`src/rtl/rgb_pwm_driver.sv`:
```
// Three-channel PWM driver for the RGB LED with per-channel shadowed duty registers.
// Define RGB_PHASE_STAGGER_EN to offset green/blue phases by 1/3 and 2/3 of a period.
module rgb_pwm_driver #(
    parameter int PWM_INTERVAL = 1200,
    parameter bit ACTIVE_LOW   = 1'b1,
    parameter int W            = $clog2(PWM_INTERVAL)
) (
    input  logic         clk,
    input  logic         rst_n,
    input  logic [W-1:0] r_pwm,
    input  logic [W-1:0] g_pwm,
    input  logic [W-1:0] b_pwm,
    output logic         red,
    output logic         green,
    output logic         blue,
    output logic         period_start
);

    localparam logic [W-1:0] LAST   = W'(PWM_INTERVAL - 1);
    localparam logic [W-1:0] FULL   = W'(PWM_INTERVAL);
    localparam logic [W:0]   FULL_X = (W+1)'(PWM_INTERVAL);

    logic [W-1:0]       cnt_q, cnt_d;
    logic [2:0][W-1:0]  duty_q, duty_d;
    logic [2:0][W-1:0]  ph;
    logic [2:0][W-1:0]  req;
    logic [2:0]         pin_q, pin_d;
    logic               period_start_q, period_start_d;

    function automatic logic [W-1:0] clamp_duty(input logic [W-1:0] v);
        return ({1'b0, v} > FULL_X) ? FULL : v;
    endfunction

`ifdef RGB_PHASE_STAGGER_EN
    function automatic logic [W-1:0] offset_phase(input logic [W-1:0] c, input int off);
        logic [W:0] s;
        s = {1'b0, c} + (W+1)'(off);
        if (s >= FULL_X) begin
            s = s - FULL_X;
        end
        return s[W-1:0];
    endfunction
`endif

    always_comb begin
        cnt_d          = (cnt_q == LAST) ? '0 : cnt_q + W'(1);
        period_start_d = (cnt_q == '0);
        req[0]         = r_pwm;
        req[1]         = g_pwm;
        req[2]         = b_pwm;
`ifdef RGB_PHASE_STAGGER_EN
        ph[0] = cnt_q;
        ph[1] = offset_phase(cnt_q, PWM_INTERVAL / 3);
        ph[2] = offset_phase(cnt_q, (2 * PWM_INTERVAL) / 3);
`else
        ph[0] = cnt_q;
        ph[1] = cnt_q;
        ph[2] = cnt_q;
`endif
        duty_d = duty_q;
        pin_d  = {3{ACTIVE_LOW}};
        // Shadow loads on the last phase slot so a pulse is never cut or stretched.
        for (int i = 0; i < 3; i++) begin
            if (ph[i] == LAST) begin
                duty_d[i] = clamp_duty(req[i]);
            end
            pin_d[i] = (ph[i] < duty_q[i]) ^ ACTIVE_LOW;
        end
    end

    always_ff @(posedge clk or negedge rst_n) begin
        if (!rst_n) begin
            cnt_q          <= '0;
            duty_q         <= '0;
            pin_q          <= {3{ACTIVE_LOW}};
            period_start_q <= 1'b0;
        end else begin
            cnt_q          <= cnt_d;
            duty_q         <= duty_d;
            pin_q          <= pin_d;
            period_start_q <= period_start_d;
        end
    end

    assign red          = pin_q[0];
    assign green        = pin_q[1];
    assign blue         = pin_q[2];
    assign period_start = period_start_q;

endmodule
```
`config.mk`:
```
export PLATFORM = sky130hd
export DESIGN_NAME = rgb_pwm_driver
export DESIGN_NICKNAME = d
export VERILOG_FILES = /design/src/rtl/rgb_pwm_driver.sv
export SDC_FILE = /design/constraint.sdc
export NUM_CORES = 1
export LEC_CHECK = 0
export ABC_AREA = 0
export CAP_MARGIN = 20
export CORE_MARGIN = 2
export CORE_UTILIZATION = 45
export DETAILED_ROUTE_END_ITERATION = 8
export GPL_TIMING_DRIVEN = 0
export PLACE_DENSITY_LB_ADDON = 0.1
export SYNTH_ARGS = -nofsm -noshare
export SYNTH_HDL_FRONTEND = slang
export SYNTH_SLANG_ARGS = --single-unit
```
`constraint.sdc`:
```
create_clock -name clk -period 2 [get_ports clk]
set_input_delay 0.4 -clock clk [delete_from_list [all_inputs] [get_ports clk]]
set_output_delay 0.4 -clock clk [all_outputs]
set_load 0.05 [all_outputs]
```
==> flow_summary.yaml <==
status:
  status: "completed"
clocking:
  cts.path.max_buffers: 2
  worstSkewPairLatency_ns: 0.30
  clk_pin_slew_ns: 0.09
  cts.sinks: 48
  h-tree-depth: 2
  cts_root_buf: "clkbuf_8"
  numCtsBuffers: 5
  cts_tree: "yes"
power_and_ir_drop:
  power_frac_clock_pct: 32.6
  power_switching_w: 0.000407
  power.density_nw_per_um2: 511
  pwr-share-seq_pct: 57.2
  p_comb_share_pct: 10.2
  swShare_pct: 23.4
  intPower_w: 0.00134
  ir_drop_v: 0.000273
  p_leak_nw: 1.77
timing:
  slew_violations: 0
  setup_tns_ns: 0
  tightest_slew_ns: 0.550
  slew_headroom_pct: 62.9
  max_freq_mhz: 519
  finalCritPeriodShare_pct: 96.4
  fin_crit_ns: 1.93
  final_hold_viol_count: 0
  skew_ns: 0.00659
  finalSetupViolations: 0
worst_setup_path:
  end_kind: "flip-flop"
  ff2ff_path_depth: 5
  critPathLaunch: "cnt_q[6]"
  cp-endpoint: "duty_q[12]"
  crit_type: "flip-flop to flip-flop"
  cp_data_arrival_time_ns: 2.12
  crit_required_ns: 2.19
  slowest_delay_ns: 0.45
  cp_max_fo: 10
  crit_chain: "or3_4 > or3_1 > buf_6 > buf_6 > a22o_1"
  startpoint_type: "flip-flop"
  critPathSlowestCell: "dfrtp_2"
  path_common_cell: "buf_6"
  reg2reg_from: "cnt_q[6]"
  worst-r2r-setup-slack_ns: 0.07
  r2r_end: "duty_q[12]"
floorplan:
  initial_core_util_pct: 46.5
  ios: 39
  fp.dieW_um: 82.2
  core_area_sq_um: 5920
  dieArea_sq_um: 6760
  die_h_um: 82.2
  rows: 28
logic_synthesis:
  syn_nets: 349
  synthMostInstantiatedCell: "dfrtp_1"
  synth_area_leaders: "dfrtp_1 41%, ha_1 15%, inv_1 5.2%"
  netlist_area_sq_um: 2750
  synth_area_leader_cell: "dfrtp_1"
  synthCells: 282
  ys_seq_elements: 48
  synth.top_cell.area_share_pct: 40.9
  avgSynthCellArea_sq_um: 9.76
  ys_seq_area_share_pct: 43.8
  yosysWarningCount: 0
  synth_cell_type_count: 38
  yosys_most_used_dff: "dfrtp_1"
  synth_edf_count: 0
  yosys-top-cells-count: "45 x dfrtp_1, 38 x inv_1, 32 x ha_1, 27 x nand2_1, 23 x o21ai_0"
  async_reset_ff_share_pct: 100
placed_design:
  numPortBuffers: 38
  dp_hpwl_um: 4460
  gp_congestion: 0.757
global_route:
  grt_max_degree: 39
  grt_overflow: 0
  grt_antenna_before_repair: 0
  grt_pass1_vias: 2013
  grt.total_usage_pct: 19.5
  grt_pass1_wl_um: 9860
detailed_routing:
  drt_first_pass_iters: 4
  vias_per_cell: 5.20
  drt-initial-drc-count: 95
  ant_nets: 0
  vias: 2160
  wirelength_um: 6100
  wl_per_cell_um: 14.7
  drc: 0
finish:
  drive_above_1_share_pct: 11.2
  area_growth_pct: 24.0
  final_core_utilization_pct: 57.6
  finalNetCount: 406
  diodes: 0
job:
  cap_violations: 0
worst_hold_path:
  hold_class: "input port to asynchronous set/reset pin"
-- registers in the layout, indices dropped and copies added, names as in the netlist --
register	count
period_start	1
pin_q	3
duty_q	33
cnt_q	11
-- through the flow --
| stage | setup slack, ns | hold slack, ns | instances | area, sq um | power (W) |
|---|---|---|---|---|---|
| 3_5_place_dp | -0.265 | 0.294 | 396 | 3240 | 0.00120 |
| 3_3_place_gp | -0.922 | 0.489 | 395 | 3230 | 0.00119 |
| 4_1_cts | 0.00661 | 0.502 | 406 | 3340 | 0.00177 |
| 6_report | 0.0726 | 0.494 | 415 | 3410 | 0.00174 |
| 5_1_grt | -0.00509 | 0.537 | 415 | 3410 | 0.00183 |
| 2_1_floorplan | 0.141 | 0.104 | 282 | 2750 | 0.00108 |
-- logic make-up after synthesis --
family / count (synthesis) / share of synthesized area [%]
compound gates: 74 / 17.5
simple gates: 74 / 14.3
flops: 48 / 43.8
fa+ha+maj: 32 / 14.6
xor+xnor: 7 / 2.23
buf+inv: 46 / 7.23
mux: 1 / 0.364
-- worst min path at each step --
stage	from	endpoint	slack, ns	cells after the start
CTS	rst_n	period_start	0.50	2
finish	rst_n	period_start	0.49	2
global route	rst_n	period_start	0.54	2
global placement	duty_q[28]	duty_q[28]	0.49	1
floorplan	rst_n	cnt_q[0]	0.10	0
detailed placement	rst_n	duty_q[14]	0.29	1
-- critical path: cells and delay by family, from the launching register on --
family	cells	cell delay, ns
compound gates	1	0.23
buf+inv	2	0.30
simple gates	2	0.83
flops	1	0.45
-- placed cells by master (no fill, tap or decap), types with 2 or more instances in the layout --
cell             count
xnor2_1              3
nand3_1              4
nand3b_1             6
a211o_1              2
dfrtp_1             41
a21oi_4              2
a21oi_1             20
nor3_1               3
o41ai_1              2
a21o_1               6
and3_1               2
clkbuf_8             5
nand4_1              6
dfrtp_2              4
nor4_1               3
or3_1                2
dfstp_2              3
o21ai_0             23
a22oi_1              5
buf_2                4
ha_1                31
buf_4               10
nor2b_1              3
nand2_1             27
clkbuf_1             3
inv_1               38
xor2_1               4
clkdlybuf4s50_1     34
a211oi_1             2
nor2_1              11
a22o_1              10
dlygate4sd2_1        3
buf_6                3
-- timing repair --
item,4_1_cts,5_1_grt
gates resized for setup,7,2
setup endpoints to repair,42,30
hold endpoints to repair,9,0
pin swaps,1,0
hold buffers,1,0
buffers inserted,1,9
gates cloned,0,0
-- area by class of cell --
cell class	count	area (sq um)
buffer	8	57.6
clock buffer	7	76.3
clock inverter	1	5.00
fill	561	2510
inverter	38	143
multi-input combinational	188	1350
sequential	48	1210
tap	75	93.8
timing repair buffer	50	477
-- power by group through the flow --
stage / sequential (W) / clock [W] / combinational [W]
3_5_place_dp: 0.00102 / 0 / 0.000179
5_1_grt: 0.00100 / 0.000625 / 0.000201
2_1_floorplan: 0.00101 / 0 / 0.0000624
6_report: 0.000997 / 0.000567 / 0.000178
3_3_place_gp: 0.00102 / 0 / 0.000172
4_1_cts: 0.000998 / 0.000587 / 0.000182
-- metal layers --
layer	global-route usage [%]	vias up	wire length, um	part of all wire (%)
li1	-	1108	-	-
met2	31.9	33	2870	47
met1	26.6	1013	2980	49
met4	5.50	0	80	1.3
met5	0	-	0	0
met3	3.26	6	169	2.8
Power figures use the tool's default switching activity.
